File: src/rtl/multicycle_controller.sv
// Sequencing FSM for the multicycle RV32I core: decodes the held IR fields and drives
// datapath selects/enables per state, with a memory stall watchdog and a sticky trap.
module multicycle_controller #(
  parameter int unsigned MEM_TIMEOUT = 255
) (
  input  logic       clk,
  input  logic       reset,
  input  logic [6:0] op,
  input  logic [2:0] funct3,
  input  logic       funct7b5,
  input  logic       Zero,
  input  logic       MemReady,
  output logic       MemReq,
  output logic       MemWrite,
  output logic       AdrSrc,
  output logic       IRWrite,
  output logic       PCWrite,
  output logic       RegWrite,
  output logic [1:0] ResultSrc,
  output logic [1:0] ALUSrcA,
  output logic [1:0] ALUSrcB,
  output logic [2:0] ImmSrc,
  output logic [2:0] ALUControl,
  output logic       Fault
);

  localparam logic [6:0] OP_LOAD   = 7'b0000011;
  localparam logic [6:0] OP_STORE  = 7'b0100011;
  localparam logic [6:0] OP_RTYPE  = 7'b0110011;
  localparam logic [6:0] OP_ITYPE  = 7'b0010011;
  localparam logic [6:0] OP_BRANCH = 7'b1100011;
  localparam logic [6:0] OP_JAL    = 7'b1101111;

  localparam int unsigned CNT_W = (MEM_TIMEOUT > 1) ? $clog2(MEM_TIMEOUT + 1) : 1;
  localparam logic [CNT_W-1:0] LIMIT_M1 =
    (MEM_TIMEOUT == 0) ? '0 : CNT_W'(MEM_TIMEOUT - 1);

  typedef enum logic [3:0] {
    S_FETCH,
    S_DECODE,
    S_MEMADR,
    S_MEMREAD,
    S_MEMWB,
    S_MEMWRITE,
    S_EXECR,
    S_EXECI,
    S_ALUWB,
    S_BRANCH,
    S_JAL,
    S_TRAP
  } state_t;

  state_t           r_state;
  state_t           w_state_next;
  logic [CNT_W-1:0] r_cnt;
  logic             w_mem_state;
  logic             w_wait;
  logic             w_timeout;
  logic             w_br_legal;
  logic [2:0]       w_alu_dec;
  logic [2:0]       w_imm_dec;

  assign w_mem_state = (r_state == S_FETCH) || (r_state == S_MEMREAD) ||
                       (r_state == S_MEMWRITE);
  assign w_wait      = w_mem_state && !MemReady;
  // The limit is hit by the stall cycle that would bring the count to MEM_TIMEOUT.
  assign w_timeout   = (MEM_TIMEOUT != 0) && w_wait && (r_cnt == LIMIT_M1);
  assign w_br_legal  = (funct3[2:1] == 2'b00);

  always_ff @(posedge clk or posedge reset) begin
    if (reset) begin
      r_state <= S_FETCH;
      r_cnt   <= '0;
    end else begin
      r_state <= w_state_next;
      if (w_wait && (w_state_next == r_state))
        r_cnt <= r_cnt + 1'b1;
      else
        r_cnt <= '0;
    end
  end

  always_comb begin
    w_state_next = r_state;
    unique case (r_state)
      S_FETCH: begin
        if (MemReady)       w_state_next = S_DECODE;
        else if (w_timeout) w_state_next = S_TRAP;
      end
      S_DECODE: begin
        case (op)
          OP_LOAD,
          OP_STORE:  w_state_next = S_MEMADR;
          OP_RTYPE:  w_state_next = S_EXECR;
          OP_ITYPE:  w_state_next = S_EXECI;
          OP_BRANCH: w_state_next = S_BRANCH;
          OP_JAL:    w_state_next = S_JAL;
          default:   w_state_next = S_TRAP;
        endcase
      end
      S_MEMADR:   w_state_next = (op == OP_LOAD) ? S_MEMREAD : S_MEMWRITE;
      S_MEMREAD: begin
        if (MemReady)       w_state_next = S_MEMWB;
        else if (w_timeout) w_state_next = S_TRAP;
      end
      S_MEMWB:    w_state_next = S_FETCH;
      S_MEMWRITE: begin
        if (MemReady)       w_state_next = S_FETCH;
        else if (w_timeout) w_state_next = S_TRAP;
      end
      S_EXECR,
      S_EXECI:    w_state_next = S_ALUWB;
      S_ALUWB:    w_state_next = S_FETCH;
      S_BRANCH:   w_state_next = w_br_legal ? S_FETCH : S_TRAP;
      S_JAL:      w_state_next = S_ALUWB;
      S_TRAP:     w_state_next = S_TRAP;
      default:    w_state_next = S_FETCH;
    endcase
  end

  // sra/srai fall through to srl; sltu shares the slt encoding.
  always_comb begin
    w_alu_dec = 3'b000;
    case (funct3)
      3'b000:  w_alu_dec = ((r_state == S_EXECR) && funct7b5) ? 3'b001 : 3'b000;
      3'b001:  w_alu_dec = 3'b110;
      3'b010,
      3'b011:  w_alu_dec = 3'b101;
      3'b100:  w_alu_dec = 3'b100;
      3'b101:  w_alu_dec = 3'b111;
      3'b110:  w_alu_dec = 3'b011;
      3'b111:  w_alu_dec = 3'b010;
      default: w_alu_dec = 3'b000;
    endcase
  end

  always_comb begin
    w_imm_dec = 3'b000;
    case (op)
      OP_STORE:  w_imm_dec = 3'b001;
      OP_BRANCH: w_imm_dec = 3'b010;
      OP_JAL:    w_imm_dec = 3'b011;
      default:   w_imm_dec = 3'b000;
    endcase
  end

  always_comb begin
    MemReq     = 1'b0;
    MemWrite   = 1'b0;
    AdrSrc     = 1'b0;
    IRWrite    = 1'b0;
    PCWrite    = 1'b0;
    RegWrite   = 1'b0;
    ResultSrc  = 2'b00;
    ALUSrcA    = 2'b00;
    ALUSrcB    = 2'b00;
    ImmSrc     = 3'b000;
    ALUControl = 3'b000;
    Fault      = 1'b0;
    // Reset gates every output so the FETCH request is not visible while held in reset.
    if (!reset) begin
      unique case (r_state)
        S_FETCH: begin
          MemReq    = 1'b1;
          ALUSrcB   = 2'b10;
          ResultSrc = 2'b10;
          IRWrite   = MemReady;
          PCWrite   = MemReady;
        end
        S_DECODE: begin
          ALUSrcA = 2'b01;
          ALUSrcB = 2'b01;
          ImmSrc  = w_imm_dec;
        end
        S_MEMADR: begin
          ALUSrcA = 2'b10;
          ALUSrcB = 2'b01;
          ImmSrc  = (op == OP_LOAD) ? 3'b000 : 3'b001;
        end
        S_MEMREAD: begin
          MemReq = 1'b1;
          AdrSrc = 1'b1;
        end
        S_MEMWB: begin
          ResultSrc = 2'b01;
          RegWrite  = 1'b1;
        end
        S_MEMWRITE: begin
          MemReq   = 1'b1;
          MemWrite = 1'b1;
          AdrSrc   = 1'b1;
        end
        S_EXECR: begin
          ALUSrcA    = 2'b10;
          ALUControl = w_alu_dec;
        end
        S_EXECI: begin
          ALUSrcA    = 2'b10;
          ALUSrcB    = 2'b01;
          ALUControl = w_alu_dec;
        end
        S_ALUWB: begin
          RegWrite = 1'b1;
        end
        S_BRANCH: begin
          ALUSrcA    = 2'b10;
          ALUControl = 3'b001;
          ImmSrc     = 3'b010;
          PCWrite    = w_br_legal && (Zero ^ funct3[0]);
        end
        S_JAL: begin
          ALUSrcA = 2'b01;
          ALUSrcB = 2'b10;
          PCWrite = 1'b1;
        end
        S_TRAP: begin
          Fault = 1'b1;
        end
        default: begin
          Fault = 1'b0;
        end
      endcase
    end
  end

endmodule

File: config.mk
export PLATFORM = sky130hd
export DESIGN_NAME = multicycle_controller
export DESIGN_NICKNAME = d
export VERILOG_FILES = /design/src/rtl/multicycle_controller.sv
export SDC_FILE = /design/constraint.sdc
export NUM_CORES = 1
export LEC_CHECK = 0
export CORE_MARGIN = 4
export CORE_UTILIZATION = 25
export DETAILED_ROUTE_END_ITERATION = 16
export PLACE_DENSITY = 0.59
export RECOVER_POWER = 100
export SLEW_MARGIN = 40
export SYNTH_ARGS = -nofsm -noshare
export SYNTH_HDL_FRONTEND = slang
export SYNTH_SLANG_ARGS = --single-unit
export TNS_END_PERCENT = 50
File: constraint.sdc
create_clock -name clk -period 2.1 [get_ports clk]
set_clock_uncertainty 0.2 [all_clocks]
set_input_delay 0.21 -clock clk [delete_from_list [all_inputs] [get_ports clk]]
set_output_delay 0.21 -clock clk [all_outputs]
set_load 0.01 [all_outputs]
Yosys cells after proc, flatten, opt, wreduce, memory -nomap -nowiden

Index checks and enable logic that the tools add are counted.

Register bits after elaboration: 12
Input port bits: 15
Output and inout port bits: 19
Word-level logic and storage cells: 89

Add/sub/neg operators: 1
Eq/ne operators: 26
Muxes and demuxes: 37
Bitwise operators: 1
Reduce and logical (&&, ||, !) cells: 22

Operators with widths:

| cell                  | count |
|---|---|
| $pmux W4 S8           | 1 |
| $pmux W3 S7           | 1 |
| $mux W4               | 5 |
| $pmux W4 S5           | 1 |
| $eq A4 B3 Y1 const B  | 4 |
| $eq A4 B4 Y1 const B  | 4 |
| $mux W1               | 15 |
| $eq A7 B6 Y1 const B  | 2 |
| $eq A7 B7 Y1 const B  | 2 |
| $reduce_or A2 Y1      | 7 |
| $eq A3 B3 Y1 const B  | 4 |
| $pmux W2 S2           | 3 |
| $mux W3               | 3 |
| $pmux W3 S3           | 1 |
| $reduce_or A3 Y1      | 3 |
| $add A8 B1 Y8 const B | 1 |
| $eq A4 B2 Y1 const B  | 2 |
| $eq A8 B8 Y1 const B  | 1 |
| $mux W8               | 1 |
| $eq A7 B2 Y1 const B  | 1 |
| $eq A7 B5 Y1 const B  | 1 |
| $eq A3 B2 Y1 const B  | 2 |
| $mux W2               | 3 |
| $pmux W2 S3           | 1 |
| other kinds (13)      | 18 |

Longest topological paths before layout

Gate-level depths: netlist of the first run.

Word-level depth: 11
Mapped depth: 6
Mapped depth without buffers: 6

Least setup slack after synthesis of the first run

No wires, ideal clock.

Kind: flip-flop to output port
Start: reg r_state[2]
End: out ImmSrc[0]
Data arrival time: 1.440 ns
Data required time: 1.690 ns
Path slack: 0.250 ns
Cell stages (with the launch flop): 6
Cells stage by stage: dfrtp_1 > buf_6 > or4b_4 > nor4_2 > o21ai_0 > a21oi_1

Cells in the longest elaborated chain, start to end: 3
Elaborated cells between the ends (all ways): 5
Classes of those cells: eq/ne (3); mux (2)

RTL lines:

| element                              | RTL line | source |
|---|---|---|
| from (decl)                          | 53       | `state_t r_state;` |
| from (signal assigned)               | 75       | `r_state <= w_state_next;` |
| $eq A4 B4 Y1 (tied with other cells) | 162      | `unique case (r_state)` |
| $pmux W3 S3 *                        | 162      |  |
| $mux W3 *                            | 161      | `if (!reset) begin` |
| to (decl)                            | 22       | `output logic [2:0] ImmSrc,` |

Every way passes the cells marked *; elsewhere a longest branch is shown, timed or not.

Worst setup path in the final report of the first run

Start: reg r_state[3]
End: out ImmSrc[0]

The elaborated chain is that of the path after synthesis.

==> results of run 1 <==
-- sequential cells by signal, indices dropped and copies added, names as in the netlist --
signal,count
r_state,4
r_cnt,8
-- worst reg2reg max path, cell delays in order (launching register included) --
cell     delay [ns]
dfrtp_1        0.40
buf_4          0.18
buf_4          0.16
nor4b_1        0.30
a22o_1         0.26
o21ai_2        0.14
nor2_1         0.14
-- per-stage QoR --
step | instance area [um2] | cells | hold slack, ns | setup TNS (ns) | total power, W
after CTS | 1800 | 262 | 0.336 | -0.149 | 0.00187
after floorplan | 1150 | 150 | 0.0945 | 0 | 0.00103
final | 1790 | 263 | 0.330 | -0.0493 | 0.00186
after global placement | 1730 | 257 | 0.326 | -2.40 | 0.00161
after global routing | 1790 | 263 | 0.373 | -0.247 | 0.00204
after detailed placement | 1730 | 257 | 0.328 | -2.22 | 0.00161
-- placed cells by master, fill, tap and decap left out, drive strengths merged, types with 3 or more instances in the layout --
master,instances
clkbuf,12
buf,41
nor4,4
o21ai,7
dlygate4sd2,4
clkdlybuf4s50,13
inv,3
nand3,7
xnor2,4
or3,4
nand2,8
nor2,21
a21oi,6
nor3,14
nand2b,5
dfrtp,12
xor2,8
-- cell type report --
type,instances,share of cell area
multi-input cells,123,0.462
repair buffers,69,0.297
flip-flops and latches,12,0.168
well taps,52,0.0363
clock buffers,4,0.0307
inverters,3,0.00628
-- power groups by stage --
stage          Clock [W]  Sequential, W  Combinational, W
6_report        0.000240       0.000326           0.00130
5_1_grt         0.000261       0.000335           0.00144
4_1_cts         0.000250       0.000324           0.00129
3_5_place_dp           0       0.000326           0.00128
3_3_place_gp           0       0.000327           0.00128
2_1_floorplan          0       0.000307          0.000727
-- per-layer routing --
metal | global-route usage | vias to the layer above | share of wire
met5 | 0 | - | 0
met4 | 0.0369 | 0 | 0.017
met3 | 0.0211 | 7 | 0.065
met2 | 0.184 | 37 | 0.43
met1 | 0.152 | 568 | 0.48
li1 | - | 656 | -
-- cell families (layout without fill, tap and decap cells) --
| group | count (synthesis) | after routing |
|---|---|---|
| AND/OR/NAND/NOR | 79 | 79 |
| AO/OA/AOI/OAI | 27 | 27 |
| buffers and inverters | 15 | 76 |
| XOR/XNOR | 12 | 12 |
| flip-flops | 12 | 12 |
| adder cells (fa/ha/maj) | 2 | 2 |
| multiplexers | 2 | 2 |
| other | 1 | 1 |
-- worst paths after layout --
path / start / to / slack, ns / depth (start not counted)
max: r_state[3] / ImmSrc[0] / -0.04 / 5
min: r_cnt[0] / r_cnt[0] / 0.33 / 1
max reg2reg: r_state[3] / r_cnt[2] / 0.25 / 6
min reg2reg: r_cnt[0] / r_cnt[0] / 0.33 / 1
max in group asynchronous: reset / r_state[0] / 0.62 / 4
min in group asynchronous: reset / r_state[3] / 0.63 / 4
-- what timing repair did --
action	CTS	global route
setup buffers	1	1
setup endpoints to repair	18	13
resized for setup	42	21
hold buffers	0	0
hold endpoints to repair	0	0
pin swaps	4	2
==> flow_summary.json, run 1 <==
{
  "powerDensity_nw_per_um2": 1040,
  "synth-async-reset-ratio": 1.00,
  "yosysMostFrequentCell": "nor2_1",
  "viasPerCell": 4.82,
  "wirelength_um": 3100,
  "leakage_nw": 0.779,
  "clockPowerShare": 0.129,
  "synth-xor-area-share": 0.0917,
  "cts_max_level": 1,
  "fin_crit_sh": 1.02,
  "n_antenna_cell": 0,
  "cp.required_ns": 1.69,
  "synth_fa_ha_area_frac": 0.0218,
  "utilization": 0.409,
  "crit_chain": "or4b_4, nor4_4, o21ai_1, a21oi_1, buf_2",
  "portBuffers": 32,
  "clockBufferDepth": 2,
  "drc": 0,
  "final-hold-violation-count": 0,
  "area_growth_pct": 56.4,
  "synth.cell_area_um2": 1150,
  "synth_compound_area_frac": 0.155,
  "p_int_w": 0.00111,
  "first_iter_violations": 44,
  "initial_core_util": 0.261,
  "cts.sinks": 12,
  "final_max_slew_viol_count": 0,
  "place_congestion": 0.800,
  "grt_pass1_vias": 1171,
  "ys_top_cells_by_count": "21 x nor2_1, 14 x nor3_1, 12 x dfrtp_1",
  "placementRows": 24,
  "hpwl_um": 2420,
  "rsz0062_at_grt": "yes",
  "path_delay_family": "simple AND/OR/NAND/NOR gates",
  "arrival_ns": 1.73,
  "root_buffer": "clkbuf_8",
  "critical_path_peak_fanout": 3,
  "wl_per_cell_um": 11.8,
  "finalWorstSetupSlack_ns": -0.0427,
  "pre_cts_ws_ns": -0.428,
  "grt-ovfl-total": 0,
  "power_frac_comb": 0.697,
  "outcome": "complete, but fails checks",
  "syn-num-nets": 167,
  "fin_nets": 229,
  "grt_pass1_wl_um": 5050,
  "drtPass1Iterations": 4,
  "worst_pin_slew_ns": 0.625,
  "seq_area_frac_synth": 0.262,
  "synthSimpleGateAreaFrac": 0.382,
  "critPathBufInv": 1,
  "die_y_um": 75.7,
  "grt_max_degree": 17,
  "yosysWarnings": 0,
  "critPathCaptureType": "output pin",
  "switching_share": 0.402,
  "yosysUniqueCellTypes": 48,
  "ys.flop_type": "dfrtp_1",
  "synth.area.top_cells": "dfrtp_1 26%, nor2_1 6.9%, nor3_1 6.1%, xor2_1 6.1%, buf_2 3.1%",
  "p_seq_frac": 0.175,
  "synth_top_area_cell": "dfrtp_1",
  "nFillCells": 472,
  "synth_top_family_by_area": "simple AND/OR/NAND/NOR gates",
  "gr-usage-all-layers": 0.113,
  "fmaxAchievable_mhz": 467,
  "maxCapViolCount": 0,
  "syn_inst": 150,
  "vias": 1268,
  "register_area_um2": 302,
  "dieArea_um2": 5730,
  "synth_mux_area_frac": 0.0175,
  "violations": "setup timing",
  "start_kind": "flip-flop",
  "ys_seq_elements": 12,
  "antenna_found_initial": 0,
  "hp-class": "flip-flop to flip-flop",
  "p_sw_w": 0.000749,
  "crit_slowest_cell": "or4b_4",
  "cts.reportedPaths.clkPinSlew_ns": 0.05,
  "die_x_um": 75.7,
  "max-vdd-ir-drop_uv": 312,
  "synth_top_area_frac": 0.262,
  "max_slew_margin": 0.583,
  "synth.avg_cell_area_um2": 7.64,
  "cts_buffers": 3,
  "io_pins": 34,
  "period_needed_ns": 2.14,
  "core_area_um2": 4380,
  "drive_above_1_share": 0.299,
  "synth_edf_count": 0,
  "max_stage_delay_ns": 0.57,
  "postRouteAntennaNets": 0,
  "critPathKind": "flip-flop to output pin",
  "finalSetupViolCount": 2,
  "multi_input_comb_area_um2": 828,
  "clk-insertion-delay-late_ns": 0.23,
  "cts_tree": "yes"
}
Power figures use the tool's default switching activity.
==> run 2, diff against run 1 <==
Settings changed: ABC_AREA set to 1.
==> flow_summary.json, run 2 <==
{
  "outcome": "completed",
  "root_buffer": "clkbuf_8",
  "switching_share": 0.446,
  "cts_max_level": 1,
  "synth.cell_area_um2": 1100,
  "seq_area_frac_synth": 0.272,
  "final_common_cell": "nand2_1",
  "p_sw_w": 0.000787,
  "grt_pass1_wl_um": 5590,
  "timing.rr.end": "r_cnt[3]",
  "max_slew_margin": 0.573,
  "nFillCells": 456,
  "postRouteAntennaNets": 0,
  "portBuffers": 32,
  "antenna_found_initial": 0,
  "viasPerCell": 4.47,
  "p_seq_frac": 0.205,
  "maxCapViolCount": 0,
  "grt_pass1_vias": 1330,
  "clockBufferDepth": 2,
  "critPathLaunch": "r_state[0]",
  "fmaxAchievable_mhz": 497,
  "worst_pin_slew_ns": 0.641,
  "wl_per_cell_um": 10.5,
  "die_y_um": 74.5,
  "ys_seq_elements": 12,
  "gr-usage-all-layers": 0.125,
  "synth.avg_cell_area_um2": 6.04,
  "synth_top_area_frac": 0.272,
  "p_int_w": 0.000978,
  "core_area_um2": 4140,
  "yosysUniqueCellTypes": 24,
  "cts.reportedPaths.clkPinSlew_ns": 0.05,
  "syn-num-nets": 200,
  "drtPass1Iterations": 4,
  "arrival_ns": 1.60,
  "reg_top3": "r_cnt: 8 flops, r_state: 4 flops",
  "vias": 1331,
  "drc": 0,
  "start_kind": "flip-flop",
  "yosysMostFrequentCell": "nand2_1",
  "regMostFlops": "r_cnt",
  "hpwl_um": 2630,
  "critPathKind": "flip-flop to output pin",
  "leakage_nw": 0.899,
  "yosysWarnings": 0,
  "synth_top_area_cell": "dfrtp_1",
  "synth.area.top_cells": "dfrtp_1 27%, nand2_1 16%, nor2_1 12%, inv_1 8.8%, nand3_1 7.2%",
  "cts_buffers": 3,
  "drive_above_1_share": 0.230,
  "ys_top_cells_by_count": "48 x nand2_1, 34 x nor2_1, 26 x inv_1",
  "ys.flop_type": "dfrtp_1",
  "syn_inst": 183,
  "synth_edf_count": 0,
  "reg2reg_depth": 10,
  "clockPowerShare": 0.140,
  "grt_max_degree": 13,
  "power_frac_comb": 0.655,
  "cp.required_ns": 1.69,
  "utilization": 0.420,
  "synth-async-reset-ratio": 1.00,
  "fin_hold_ws_ns": 0.308,
  "hp-class": "flip-flop to flip-flop",
  "final_max_slew_viol_count": 0,
  "placementRows": 23,
  "io_pins": 34,
  "cts_tree": "yes",
  "worstReg2RegStart": "r_state[0]",
  "reg2reg_slack_ns": 0.18,
  "powerDensity_nw_per_um2": 1010,
  "clk-insertion-delay-late_ns": 0.24,
  "die_x_um": 74.5,
  "initial_core_util": 0.267,
  "max-vdd-ir-drop_uv": 437,
  "place_congestion": 0.841,
  "critical_path_peak_fanout": 5,
  "critPathCaptureType": "output pin",
  "grt-ovfl-total": 0,
  "final-hold-violation-count": 0,
  "crit_end": "ALUSrcA[0]",
  "period_needed_ns": 2.01,
  "fin_nets": 266,
  "area_growth_pct": 57.6,
  "cts.sinks": 12,
  "fin_crit_sh": 0.958,
  "wirelength_um": 3130,
  "largest_reg_flops": 8,
  "n_antenna_cell": 0,
  "first_iter_violations": 45,
  "rsz0062_at_grt": "no",
  "finalSetupViolCount": 0,
  "mostFrequentLayoutCells": "47 x nand2_1, 28 x nor2_1, 28 x buf_4, 26 x inv_1, 16 x nand3_1",
  "dieArea_um2": 5550
}
run 2: changes by cell type in the layout (fill, tap and decap cells not counted), moves of 6 or more:
cell,change
nand3_1,+9
nor2_2,+6
buf_4,-7
nor3_1,-7
nand2_1,+40
inv_1,+23
nor2_1,+7
run 2: stage by stage:
step | power, W | cell area, um2 | worst slack [ns] | TNS (ns) | cells
6_report | 0.00177 | 1740 | 0.0876 | 0 | 298
4_1_cts | 0.00176 | 1760 | 0.00199 | 0 | 298
3_5_place_dp | 0.00152 | 1700 | -0.186 | -1.57 | 293
5_1_grt | 0.00195 | 1740 | 0.000925 | 0 | 298
2_1_floorplan | 0.000922 | 1100 | 0.378 | 0 | 183
3_3_place_gp | 0.00152 | 1700 | -0.181 | -1.47 | 293
run 2: cells by family after synthesis:
| kind of cell | after synthesis | share of synthesized area |
|---|---|---|
| AOI/OAI and AO/OA | 22 | 0.112 |
| xor gates and xnor gates | 6 | 0.0476 |
| and+or+nand+nor | 111 | 0.441 |
| buffers and inverters | 29 | 0.102 |
| DFF | 12 | 0.272 |
| other | 1 | 0.00339 |
| adders and majority gates | 2 | 0.0226 |
run 2: metal layers:
| metal | vias up | wire length (um) | share of wire | GRT usage |
|---|---|---|---|---|
| met3 | 5 | 104 | 0.033 | 0.0230 |
| li1 | 715 | - | - | - |
| met5 | - | 0 | 0 | 0 |
| met4 | 0 | 30 | 0.0096 | 0.0237 |
| met2 | 16 | 1430 | 0.46 | 0.216 |
| met1 | 595 | 1560 | 0.50 | 0.163 |
run 2: layout make-up:
| class | count | area (um2) | share of cell area |
|---|---|---|---|
| clock buffer | 4 | 55.1 | 0.0316 |
| inverter | 27 | 101 | 0.0582 |
| multi-input combinational | 142 | 718 | 0.412 |
| sequential | 12 | 304 | 0.175 |
| tap | 50 | 62.6 | 0.0359 |
| timing repair buffer | 63 | 500 | 0.287 |
run 2: worst min path at each step:
| stage | from | to | slack [ns] | depth (start not counted) |
|---|---|---|---|---|
| after CTS | reset | r_cnt[7] | 0.26 | 3 |
| after floorplan | reset | r_cnt[0] | -0.10 | 1 |
| after global routing | r_cnt[0] | r_cnt[0] | 0.34 | 1 |
| after detailed placement | r_cnt[0] | r_cnt[0] | 0.31 | 1 |
| final | r_cnt[0] | r_cnt[0] | 0.31 | 1 |
| after global placement | r_cnt[0] | r_cnt[0] | 0.30 | 1 |
run 2: timing repair:
item | in CTS | in global routing
pin swaps | 0 | 1
hold buffers | 0 | 0
endpoints found under the setup margin | 17 | 19
gates resized for setup | 23 | 20
setup buffers | 1 | 0
gates cloned | 0 | 0
run 2: power groups by stage:
stage          Sequential [W]  Combinational, W  Clock [W]
6_report             0.000362           0.00116   0.000248
5_1_grt              0.000369           0.00132   0.000267
4_1_cts              0.000358           0.00115   0.000256
3_5_place_dp         0.000353           0.00116          0
3_3_place_gp         0.000353           0.00117          0
2_1_floorplan        0.000341          0.000582          0
run 2: critical path, stage by stage (launching register included):
cell and delay [ns]:
dfrtp_2 0.44, buf_4 0.16, nor2_4 0.13, buf_4 0.12, nand2_1 0.09, a21oi_1 0.13
dlygate4sd2_1 0.29
